$ cat config.mk
export PLATFORM = sky130hd
export DESIGN_NAME = periph_regbus_xbar
export DESIGN_NICKNAME = d
export VERILOG_FILES = /design/src/rtl/periph_regbus_xbar.sv
export SDC_FILE = /design/constraint.sdc
export NUM_CORES = 1
export LEC_CHECK = 0
export ABC_AREA = 1
export CORE_AREA = 2 2 198 200
export DETAILED_ROUTE_END_ITERATION = 16
export DIE_AREA = 0 0 200 202
export GPL_TIMING_DRIVEN = 0
export PLACE_DENSITY = 0.54
export SLEW_MARGIN = 20
export SYNTH_ARGS = -nofsm -noshare
export SYNTH_HDL_FRONTEND = slang
export SYNTH_SLANG_ARGS = --single-unit
$ cat constraint.sdc
create_clock -name clk_i -period 2.4 [get_ports clk_i]
set_input_delay 0.48 -clock clk_i [delete_from_list [all_inputs] [get_ports clk_i]]
set_output_delay 0.48 -clock clk_i [all_outputs]
set_load 0.02 [all_outputs]
$ cat src/rtl/periph_regbus_xbar.sv
// OBI slave to NUM_PORTS register-bus targets: window decode, demux,
// per-access timeout watchdog, port enable mask and error log.
module periph_regbus_xbar #(
   parameter int unsigned NUM_PORTS      = 8,
   parameter logic [31:0] PERIPH_BASE    = 32'h2000_0000,
   parameter int unsigned PORT_SIZE_LOG2 = 16,
   parameter int unsigned TIMEOUT_CYCLES = 255,
   parameter logic [31:0] ERR_RDATA      = 32'hBADC_AB1E
) (
   input  logic                    clk_i,
   input  logic                    rst_i,
   input  logic                    obi_req_i,
   output logic                    obi_gnt_o,
   input  logic [31:0]             obi_addr_i,
   input  logic                    obi_we_i,
   input  logic [3:0]              obi_be_i,
   input  logic [31:0]             obi_wdata_i,
   output logic                    obi_rvalid_o,
   output logic [31:0]             obi_rdata_o,
   output logic                    obi_err_o,
   output logic [NUM_PORTS-1:0]    reg_valid_o,
   output logic                    reg_write_o,
   output logic [31:0]             reg_addr_o,
   output logic [31:0]             reg_wdata_o,
   output logic [3:0]              reg_wstrb_o,
   input  logic [NUM_PORTS-1:0]    reg_ready_i,
   input  logic [NUM_PORTS*32-1:0] reg_rdata_i,
   input  logic [NUM_PORTS-1:0]    reg_error_i,
   input  logic [NUM_PORTS-1:0]    port_en_i,
   input  logic                    err_clr_i,
   output logic [7:0]              err_cnt_o,
   output logic [31:0]             err_addr_o,
   output logic                    timeout_irq_o
);

   localparam int unsigned IW = (NUM_PORTS > 1) ? $clog2(NUM_PORTS) : 1;
   localparam logic [15:0] TO_LAST = 16'(TIMEOUT_CYCLES - 1);
   localparam logic [31:0] OFF_MASK =
      32'((64'd1 << PORT_SIZE_LOG2) - 64'd1);

   typedef enum logic [1:0] {
      IDLE,
      ACCESS,
      RESP
   } state_t;

   state_t state_q, state_d;

   logic [31:0] addr_q;
   logic [31:0] off_q;
   logic        we_q;
   logic [3:0]  be_q;
   logic [31:0] wdata_q;
   logic [IW-1:0] sel_q;
   logic [15:0] cnt_q;
   logic        to_q;
   logic [31:0] rdata_q;
   logic        err_q;
   logic [7:0]  err_cnt_q;
   logic [31:0] err_addr_q;

   logic [31:0]   off;
   logic [31:0]   idx;
   logic [IW-1:0] idx_s;
   logic          hit;
   logic          en;
   logic          accept;
   logic          ready;
   logic          tout;
   logic          log_now;

   // Subtraction wraps below the base, so the explicit >= check is needed
   always_comb begin
      off   = obi_addr_i - PERIPH_BASE;
      idx   = off >> PORT_SIZE_LOG2;
      idx_s = idx[IW-1:0];
      hit   = (obi_addr_i >= PERIPH_BASE) && (idx < 32'(NUM_PORTS));
      en    = hit && port_en_i[idx_s];
   end

   assign accept  = obi_req_i && obi_gnt_o;
   assign ready   = reg_ready_i[sel_q];
   assign tout    = (cnt_q == TO_LAST) && !ready;
   assign log_now = obi_rvalid_o && obi_err_o;

   always_ff @(posedge clk_i) begin
      if (rst_i) state_q <= IDLE;
      else       state_q <= state_d;
   end

   always_comb begin
      state_d = state_q;
      unique case (state_q)
         IDLE:    if (accept) state_d = en ? ACCESS : RESP;
         ACCESS:  if (ready || tout) state_d = RESP;
         RESP:    state_d = IDLE;
         default: state_d = IDLE;
      endcase
   end

   always_comb begin
      obi_gnt_o     = (state_q == IDLE);
      obi_rvalid_o  = (state_q == RESP);
      obi_err_o     = (state_q == RESP) && err_q;
      timeout_irq_o = (state_q == RESP) && to_q;
      reg_valid_o   = '0;
      if (state_q == ACCESS) reg_valid_o[sel_q] = 1'b1;
   end

   assign obi_rdata_o = rdata_q;
   assign reg_write_o = we_q;
   assign reg_addr_o  = off_q;
   assign reg_wdata_o = wdata_q;
   assign reg_wstrb_o = be_q;

   always_ff @(posedge clk_i) begin
      if (rst_i) begin
         addr_q  <= '0;
         off_q   <= '0;
         we_q    <= 1'b0;
         be_q    <= '0;
         wdata_q <= '0;
         sel_q   <= '0;
         cnt_q   <= '0;
         to_q    <= 1'b0;
         rdata_q <= '0;
         err_q   <= 1'b0;
      end else begin
         unique case (state_q)
            IDLE: begin
               if (accept) begin
                  addr_q  <= obi_addr_i;
                  off_q   <= obi_addr_i & OFF_MASK;
                  we_q    <= obi_we_i;
                  be_q    <= obi_be_i;
                  wdata_q <= obi_wdata_i;
                  sel_q   <= idx_s;
                  cnt_q   <= '0;
                  to_q    <= 1'b0;
                  err_q   <= !en;
                  rdata_q <= en ? 32'h0 : ERR_RDATA;
               end
            end
            ACCESS: begin
               cnt_q <= cnt_q + 16'd1;
               if (ready) begin
                  err_q <= reg_error_i[sel_q];
                  if (reg_error_i[sel_q]) rdata_q <= ERR_RDATA;
                  else if (we_q)          rdata_q <= 32'h0;
                  else rdata_q <= reg_rdata_i[32*sel_q +: 32];
               end else if (tout) begin
                  err_q   <= 1'b1;
                  rdata_q <= ERR_RDATA;
                  to_q    <= 1'b1;
               end
            end
            default: ;
         endcase
      end
   end

   // Clear takes effect first so a concurrent error still gets logged
   always_ff @(posedge clk_i) begin
      if (rst_i) begin
         err_cnt_q  <= '0;
         err_addr_q <= '0;
      end else if (err_clr_i) begin
         err_cnt_q  <= log_now ? 8'd1 : 8'd0;
         err_addr_q <= log_now ? addr_q : 32'h0;
      end else if (log_now) begin
         if (err_cnt_q != 8'hFF) err_cnt_q <= err_cnt_q + 8'd1;
         err_addr_q <= addr_q;
      end
   end

   assign err_cnt_o  = err_cnt_q;
   assign err_addr_o = err_addr_q;

endmodule

==> impl_metrics.csv, run 1 <==
group,metric,value,unit
placement,place_inst,2539,
min_path,min_path_cells,2,
critical_path,critPathLaunchType,"register",
detailed_routing,drc_errors,0,
yosys,synthAdderAreaFrac,0.00531,
min_path,hold_path.class,"reg2reg",
critical_path,cp_slowest_cell,"dfxtp_2",
floorplan,fp.dieArea,40400,µm²
timing,setup_viol,0,
power_and_ir_drop,p_leak,6.31,nW
clock_network,cts_tree,"done",
detailed_routing,finalWirelength,49700,µm
global_route,track_usage,0.242,
clock_network,clockRootBuffer,"clkbuf_16",
yosys,yosys.cell_types.count,36,
final_layout,final_common_cell,"clkdlybuf4s50_1",
critical_path,crit_required,1.92,ns
final_layout,layout_common_cells,"clkdlybuf4s50_1, nor2_1, nand2_1",
yosys,yosysSeqAreaShare,0.342,
detailed_routing,ant_nets,0,
clock_network,worstSkewPairLatency,0.43,ns
yosys,yosys.area_share.simple,0.383,
yosys,avgSynthCellArea,6.21,µm²
detailed_routing,wl_per_cell,19.3,µm
detailed_routing,dr.pass1.iters,5,
critical_path,rr_worst_depth,11,
timing,slew_headroom,0.446,
floorplan,start_util,0.246,
yosys,synth_top_family_by_area,"simple AND/OR/NAND/NOR gates",
yosys,synthXorXnorAreaFrac,0,
critical_path,arrival,1.85,ns
timing,tightest_slew,0.830,ns
global_route,grt_pass1_wl,72400,µm
yosys,synthCells,1517,
yosys,synthTopCellsByArea,"dfxtp_1, nor2_1, nand2_1",
floorplan,core_area,38300,µm²
critical_path,crit_chain,"nand2_2, buf_2, nor2_1, dlygate4sd2_1",
min_path,worstHoldStart,"obi_rdata_o[5]",
timing,finalHoldViolCount,0,
floorplan,die_w,200,µm
global_route,grt_pass1_vias,11700,
min_path,whs_endpoint,"obi_rdata_o[5]",
yosys,synth-seq-cells,161,
final_layout,area.sequential,3230,µm²
detailed_routing,num_vias,11800,
clock_network,holdBufCountCts,0,
yosys,netlist_area,9430,µm²
detailed_routing,viasPerCell,4.57,
final_layout,fin_util,0.411,
yosys,synth_top_area_cell,"dfxtp_1",
clock_network,cts_buffers,17,
placement,dp_slack,-0.557,ns
timing,fmax,0.430,GHz
power_and_ir_drop,irDropWorstVdd,0.000540,V
global_route,grt_overflow,0,
placement,dpl.hpwl,40700,µm
timing,setup_slack,0.0724,ns
global_route,antenna_found_initial,10,
power_and_ir_drop,power.density,506,nW/µm²
floorplan,rows,72,
final_layout,final_cells,2581,
final_layout,design_area,15700,µm²
yosys,muxShareOfSynthArea,0,
final_layout,fin_nets,2399,
clock_network,clock_sinks,161,
critical_path,cp-end-kind,"output pin",
final_layout,drive_above_1_share,0.0949,
floorplan,pin_count,506,
timing,rsz0062_at_grt,"false",
placement,place_area,15000,µm²
clock_network,cts_buffer_depth,2,
yosys,synth_warnings,0,
critical_path,r2r_setup_slack,0.16,ns
placement,gp_congestion,0.910,
final_layout,area_growth_syn_to_layout,67.1,%
timing,drv_slew,0,
timing,final.period_utilization,0.970,
placement,port_buffers,489,
critical_path,path_max_fanout,10,
yosys,synth_compound_area_frac,0.146,
timing,clock_skew,0.0128,ns
critical_path,slowest_delay,0.43,ns
final_layout,multiInputGateArea,5100,µm²
critical_path,rr_endpoint,"obi_rdata_o[22]",
detailed_routing,drt-initial-drc-count,647,
floorplan,die_h,202,µm
critical_path,r2r-start,"addr_q[16]",
timing,finalCriticalPeriod,2.33,ns
critical_path,crit_start,"addr_q[17]",
critical_path,criticalPathCategory,"reg2out",
final_layout,fillers,4128,
clock_network,path_clk_slew,0.07,ns
run_status,outcome,"finished, final reports clean",
global_route,grt_start_max_net_pins,20,
clock_network,htreeDepth,4,
flow_run,cap_violations,0,
yosys,yosysTopAreaCellShare,0.342,
-- kinds of logic (layout without fill, tap and decap cells) --
kind of cell / count (synthesis) / after routing
AO/OA/AOI/OAI: 251 / 251
adder cells (fa/ha/maj): 4 / 4
buffers and inverters: 259 / 781
flip-flops: 161 / 161
other: 1 / 25
AND/OR/NAND/NOR: 841 / 841
-- per-stage QoR --
stage	total power [W]	hold WS [ns]	TNS, ns
after floorplan	0.00384	0.433	0
after global placement	0.00503	0.445	-39.01
after detailed placement	0.00504	0.455	-38.90
after CTS	0.00803	0.462	0
after global routing	0.00831	0.486	0
final	0.00796	0.460	0
-- how the worst max path moves through the flow --
| stage | endpoint | slack [ns] | cells past startpoint |
|---|---|---|---|
| global placement | reg_valid_o[4] | -0.58 | 6 |
| finish | reg_valid_o[6] | 0.07 | 4 |
| floorplan | obi_err_o | 0.44 | 5 |
| CTS | reg_valid_o[4] | 0.03 | 6 |
| global route | obi_rdata_o[31] | 0.008 | 13 |
| detailed placement | addr_q[0] | -0.56 | 7 |
-- layer usage --
metal  up-vias  wire length, µm  track usage
met2       422            24500        0.421
met4         2             1830       0.0966
met5         -               13            0
met3        84             2810       0.0499
li1       5878                -            -
met1      5418            20600        0.290
-- final cells by class --
cell class | instances | area share
Multi-Input combinational cell | 1112 | 0.324
Timing Repair Buffer | 497 | 0.314
Sequential cell | 161 | 0.205
Buffer | 121 | 0.0427
Tap cell | 518 | 0.0412
Inverter | 132 | 0.0320
Clock buffer | 19 | 0.0281
Clock inverter | 12 | 0.0117
Antenna cell | 9 | 0.00143
-- synthesized netlist by cell type, drive strengths merged --
| cell | n |
|---|---|
| a21oi | 79 |
| nand2 | 287 |
| and2 | 1 |
| inv | 129 |
| o21ai | 126 |
| nor3 | 9 |
| nand3b | 1 |
| and3 | 1 |
| ha | 4 |
| o22ai | 1 |
| clkbuf | 63 |
| nand4 | 40 |
| or2 | 62 |
| nand3 | 101 |
| o211ai | 40 |
| nor2 | 339 |
| buf | 64 |
| clkinv | 3 |
| a31o | 1 |
| a221oi | 1 |
| o211a | 1 |
| conb | 1 |
| dfxtp | 161 |
| a31oi | 2 |
-- what timing repair did --
| action | in CTS | in global routing |
|---|---|---|
| gates resized for setup | 31 | 18 |
| pin swaps | 3 | 0 |
| setup endpoints to repair | 22 | 27 |
| buffers inserted | 4 | 4 |
-- registers in the layout, summed over array words and instances (netlist names) --
signal and count:
state_q 2, addr_q 32, reg_wstrb_o 4, cnt_q 16, err_cnt_o 8, to_q 1
err_q 1, err_addr_o 32, reg_wdata_o 32, reg_write_o 1, obi_rdata_o 32
-- power breakdown --
part / internal, W / switching (W) / leakage, nW / total, W
Combinational: 0.00103 / 0.00108 / 4.69 / 0.00212
Clock: 0.00177 / 0.00120 / 0.300 / 0.00297
Sequential: 0.00280 / 0.0000748 / 1.32 / 0.00287
-- worst max-delay path, delay by kind of cell, from the launching register on --
| family | cells | cell delay (ns) |
|---|---|---|
| simple gates | 2 | 0.35 |
| buf+inv | 2 | 0.63 |
| flops | 1 | 0.43 |
(Power assumes the default switching activity.)
==> inputs of run 2 (changes only) <==
--- a/config.mk
+++ b/config.mk
@@ -9,6 +9,7 @@
 export CORE_AREA = 2 2 198 200
 export DETAILED_ROUTE_END_ITERATION = 16
 export DIE_AREA = 0 0 200 202
+export GPL_ROUTABILITY_DRIVEN = 0
 export GPL_TIMING_DRIVEN = 0
 export PLACE_DENSITY = 0.54
 export SLEW_MARGIN = 20
==> impl_metrics.csv, run 2 (synthesis gave the netlist of run 1 again) <==
group,metric,value,unit
final_layout,layout_common_cells,"clkdlybuf4s50_1, nor2_1, nand2_1",
clock_network,clock_sinks,161,
timing,fmax,0.432,GHz
timing,finalCriticalPeriod,2.31,ns
floorplan,die_w,200,µm
timing,finalHoldViolCount,0,
detailed_routing,finalWirelength,48200,µm
run_status,outcome,"finished, final reports clean",
detailed_routing,drc_errors,0,
critical_path,arrival,1.83,ns
detailed_routing,viasPerCell,4.57,
detailed_routing,num_vias,11700,
clock_network,worstSkewPairLatency,0.44,ns
timing,final.period_utilization,0.964,
power_and_ir_drop,power.density,492,nW/µm²
timing,setup_viol,0,
final_layout,fin_nets,2394,
detailed_routing,wl_per_cell,18.8,µm
timing,slew_headroom,0.418,
detailed_routing,drt-initial-drc-count,853,
critical_path,path_max_fanout,10,
clock_network,htreeDepth,4,
power_and_ir_drop,power,0.00768,W
floorplan,rows,72,
placement,port_buffers,489,
critical_path,rr_worst_depth,10,
critical_path,cp-end-kind,"output pin",
final_layout,area_growth_syn_to_layout,65.8,%
flow_run,cap_violations,0,
final_layout,final_cells,2569,
final_layout,fillers,4066,
critical_path,criticalPathCategory,"reg2out",
final_layout,final_common_cell,"clkdlybuf4s50_1",
clock_network,cts_buffer_depth,2,
final_layout,drive_above_1_share,0.0937,
clock_network,cts_buffers,17,
timing,drv_slew,0,
floorplan,core_area,38300,µm²
min_path,min_path_cells,2,
critical_path,crit_required,1.92,ns
critical_path,r2r_setup_slack,0.12,ns
floorplan,pin_count,506,
timing,tightest_slew,0.873,ns
global_route,grt_start_max_net_pins,20,
clock_network,holdBufCountCts,0,
timing,setup_tns,0,ns
clock_network,cts_tree,"done",
power_and_ir_drop,irDropWorstVdd,0.000528,V
clock_network,path_clk_slew,0.07,ns
detailed_routing,ant_nets,0,
global_route,grt_pass1_vias,11700,
floorplan,die_h,202,µm
global_route,antenna_found_initial,1,
power_and_ir_drop,p_leak,6.25,nW
floorplan,start_util,0.246,
global_route,track_usage,0.238,
placement,place_inst,2539,
timing,clock_skew,0.0171,ns
global_route,grt_overflow,0,
floorplan,fp.dieArea,40400,µm²
detailed_routing,dr.pass1.iters,6,
timing,rsz0062_at_grt,"false",
clock_network,clockRootBuffer,"clkbuf_16",
critical_path,critPathLaunchType,"register",
min_path,hold_path.class,"reg2reg",
placement,dpl.hpwl,39300,µm
global_route,grt_pass1_wl,71400,µm
==> run 2: cell types whose count changed in the layout (fill, tap and decap cells not counted), moves of 2 or more <==
cell / delta
clkbuf_1: +2
clkbuf_2: -3
bufinv_16: -3
buf_2: +2
buf_4: -4
diode_2: -8
nor2_1: -2
clkinv_2: +2
inv_6: +3
nor2_2: +2
==> run 2: final cells by class <==
type	instances	area, µm²	share of cell area
antenna	1	2.50	0.000160
buffer	120	663	0.0424
clock buffer	18	429	0.0275
clock inverter	14	133	0.00849
inverter	132	504	0.0323
multi-input combinational	1112	5110	0.327
sequential	161	3230	0.207
tap	518	648	0.0415
timing repair buffer	493	4910	0.314
==> run 2: per-stage QoR <==
step	hold WS, ns	worst slack (ns)	util	instance area, µm²
3_5_place_dp	0.454	-0.629	0.392	15000
3_3_place_gp	0.446	-0.657	0.392	15000
6_report	0.462	0.0872	0.408	15600
4_1_cts	0.465	-0.0662	0.408	15600
2_1_floorplan	0.433	0.444	-	9480
5_1_grt	0.475	0.0265	0.408	15600
==> run 2: worst max-delay path, cell delays in order (launching register included) <==
cell and delay, ns:
dfxtp_4 0.39, nand2_2 0.09, inv_4 0.12, clkbuf_8 0.21
nand2_2 0.13, nor2_2 0.16, clkdlybuf4s15_2 0.28
==> run 2: path summary, 6_finish.rpt <==
path              startpoint         endpoint
setup / recovery  state_q[0]   reg_valid_o[2]
setup reg to reg  addr_q[16]  obi_rdata_o[24]
hold / removal    addr_q[21]   err_addr_o[21]
hold reg to reg   addr_q[21]   err_addr_o[21]
==> run 2: layer usage <==
layer,vias to the layer above,wire [µm],share of wire,track usage
li1,5854,-,-,-
met1,5397,20300,0.42,0.293
met2,413,23700,0.49,0.410
met3,80,2700,0.056,0.0491
met4,0,1540,0.032,0.0754
met5,-,0,0,0
==> run 2: power by group <==
| part | internal [W] | leakage (nW) | total (W) | switching, W |
|---|---|---|---|---|
| registers | 0.00280 | 1.32 | 0.00287 | 0.0000768 |
| clock network | 0.00145 | 0.273 | 0.00271 | 0.00126 |
| logic | 0.00103 | 4.66 | 0.00210 | 0.00107 |
| total | 0.00528 | 6.25 | 0.00768 | 0.00241 |
==> run 2: repair_timing <==
item                                   CTS  global route
endpoints found under the hold margin    0             0
setup buffers                            4             0
pin swaps                                3             0
resized for setup                       35            15
setup endpoints to repair               34            25
==> inputs of run 3 (changes only) <==
--- a/config.mk
+++ b/config.mk
@@ -6,12 +6,13 @@
 export NUM_CORES = 1
 export LEC_CHECK = 0
 export ABC_AREA = 1
-export CORE_AREA = 2 2 198 200
+export CORE_ASPECT_RATIO = 0.5
+export CORE_MARGIN = 2
+export CORE_UTILIZATION = 29
 export DETAILED_ROUTE_END_ITERATION = 16
-export DIE_AREA = 0 0 200 202
 export GPL_ROUTABILITY_DRIVEN = 0
 export GPL_TIMING_DRIVEN = 0
-export PLACE_DENSITY = 0.54
+export PLACE_DENSITY = 0.62
 export SLEW_MARGIN = 20
 export SYNTH_ARGS = -nofsm -noshare
 export SYNTH_HDL_FRONTEND = slang
==> impl_metrics.csv, run 3 (synthesis gave the netlist of run 1 again) <==
group,metric,value,unit
global_route,grt_pass1_wl,68300,µm
critical_path,critPathLaunchType,"input port",
timing,setup_viol,0,
global_route,use_met3,0.0419,
clock_network,clockRootBuffer,"clkbuf_16",
critical_path,cp.depth,13,
critical_path,rr_endpoint,"obi_rdata_o[20]",
detailed_routing,wl_per_cell,18.8,µm
timing,slew_headroom,0.425,
placement,dpl.hpwl,37300,µm
final_layout,design_area,15600,µm²
final_layout,layout_common_cells,"clkdlybuf4s50_1, nor2_1, nand2_1",
global_route,antenna_found_initial,1,
detailed_routing,viasPerCell,4.74,
clock_network,worstSkewPairLatency,0.44,ns
critical_path,cp-end-kind,"register",
min_path,min_path_cells,2,
clock_network,path_clk_slew,0.07,ns
critical_path,arrival,2.70,ns
flow_run,cap_violations,0,
floorplan,core_area,31800,µm²
detailed_routing,drc_errors,0,
critical_path,path_max_fanout,10,
detailed_routing,num_vias,11800,
global_route,track_usage,0.267,
critical_path,critPathBufInv,3,
final_layout,drive_above_1_share,0.0945,
critical_path,crit_start,"obi_addr_i[29]",
placement,place_area,14900,µm²
global_route,grt_overflow,0,
min_path,whs_endpoint,"obi_rdata_o[21]",
clock_network,cts_buffers,17,
floorplan,pin_count,506,
floorplan,start_util,0.296,
critical_path,r2r_setup_slack,0.07,ns
final_layout,fin_nets,2397,
global_route,busiest_layer,"met2",
final_layout,final_common_cell,"clkdlybuf4s50_1",
critical_path,criticalPathCategory,"in2reg",
timing,tightest_slew,0.862,ns
critical_path,cp_common_cell,"nor2_1",
critical_path,r2r-start,"addr_q[17]",
final_layout,fin_util,0.491,
min_path,hold_path.class,"reg2reg",
timing,fmax,0.423,GHz
critical_path,cp_slowest_cell,"clkdlybuf4s50_1",
final_layout,diodes,0,
floorplan,fp.dieArea,34000,µm²
clock_network,holdBufCountCts,0,
power_and_ir_drop,irDropWorstVdd,0.000475,V
clock_network,htreeDepth,4,
global_route,grt_pass1_vias,10700,
critical_path,crit_chain,"clkdlybuf4s50_1, inv_1, ha_1, nand2_1, nor2_1, nand2_1, nor2_1, nand3_1, nand2_1, clkbuf_1, nand3_1, nor2_1, nor2_1",
final_layout,area_growth_syn_to_layout,65.7,%
global_route,grt_start_max_net_pins,20,
run_status,outcome,"finished, final reports clean",
placement,port_buffers,489,
timing,finalCriticalPeriod,2.36,ns
timing,setup_tns,0,ns
critical_path,slowest_delay,0.49,ns
timing,clock_skew,0.0102,ns
global_route,met1_usage,0.375,
timing,final.period_utilization,0.985,
critical_path,rr_worst_depth,9,
timing,drv_slew,0,
floorplan,die_h,131,µm
power_and_ir_drop,p_leak,6.29,nW
detailed_routing,dr.pass1.iters,6,
floorplan,die_w,259,µm
power_and_ir_drop,power.density,505,nW/µm²
clock_network,clock_sinks,161,
critical_path,crit_required,2.74,ns
detailed_routing,finalWirelength,46600,µm
clock_network,cts_tree,"done",
detailed_routing,ant_nets,0,
timing,finalHoldViolCount,0,
clock_network,cts_buffer_depth,2,
min_path,worstHoldStart,"obi_rdata_o[21]",
timing,rsz0062_at_grt,"true",
floorplan,rows,46,
detailed_routing,drt-initial-drc-count,983,
global_route,met2_usage,0.430,
critical_path,cpLargestDelayFamily,"simple AND/OR/NAND/NOR gates",
## run 3: worst max path at each step
stage,endpoint,slack [ns]
4_1_cts,reg_valid_o[1],0.003
3_3_place_gp,reg_valid_o[7],-0.65
5_1_grt,obi_rdata_o[9],-0.11
6_report,obi_rdata_o[9],0.04
2_1_floorplan,obi_err_o,0.44
3_5_place_dp,reg_valid_o[7],-0.65
## run 3: worst reg2reg max path: cells and delay by family (launching register included)
kind / cells / cell delay [ns]
buf+inv: 1 / 0.52
flops: 1 / 0.38
simple gates: 8 / 1.33
## run 3: where the power goes
| part | internal, W | switching (W) | leakage [nW] |
|---|---|---|---|
| Combinational | 0.00103 | 0.00108 | 4.66 |
| Clock | 0.00152 | 0.00138 | 0.303 |
| Sequential | 0.00280 | 0.0000781 | 1.32 |
| Total | 0.00535 | 0.00253 | 6.29 |
## run 3: layout make-up
cell class	count	area [µm²]
Buffer	121	664
Fill cell	3256	16200
Multi-Input combinational cell	1112	5120
Clock buffer	17	425
Sequential cell	161	3230
Tap cell	432	541
Inverter	132	510
Clock inverter	15	206
Timing Repair Buffer	495	4920
## run 3: timing repair
item                       CTS  global route
gates cloned                 0             0
pin swaps                    3             1
buffers inserted             5             1
resized for setup           44            11
setup endpoints to repair   19            24
## run 3: per-stage QoR
stage                     setup slack, ns  hold WS (ns)  power [W]  cells
after floorplan                     0.444         0.433    0.00384   1532
after global placement             -0.646         0.448    0.00500   2453
after detailed placement           -0.652         0.453    0.00500   2453
after CTS                         0.00317         0.463    0.00792   2484
after global routing               -0.109         0.478    0.00822   2485
final                              0.0367         0.460    0.00789   2485
## run 3: layer usage
metal	part of all wire	vias up	wire (µm)
met2	0.46	389	21600
met4	0.018	2	819
met1	0.46	5468	21400
met5	0.00039	-	18
li1	-	5867	-
met3	0.060	50	2810
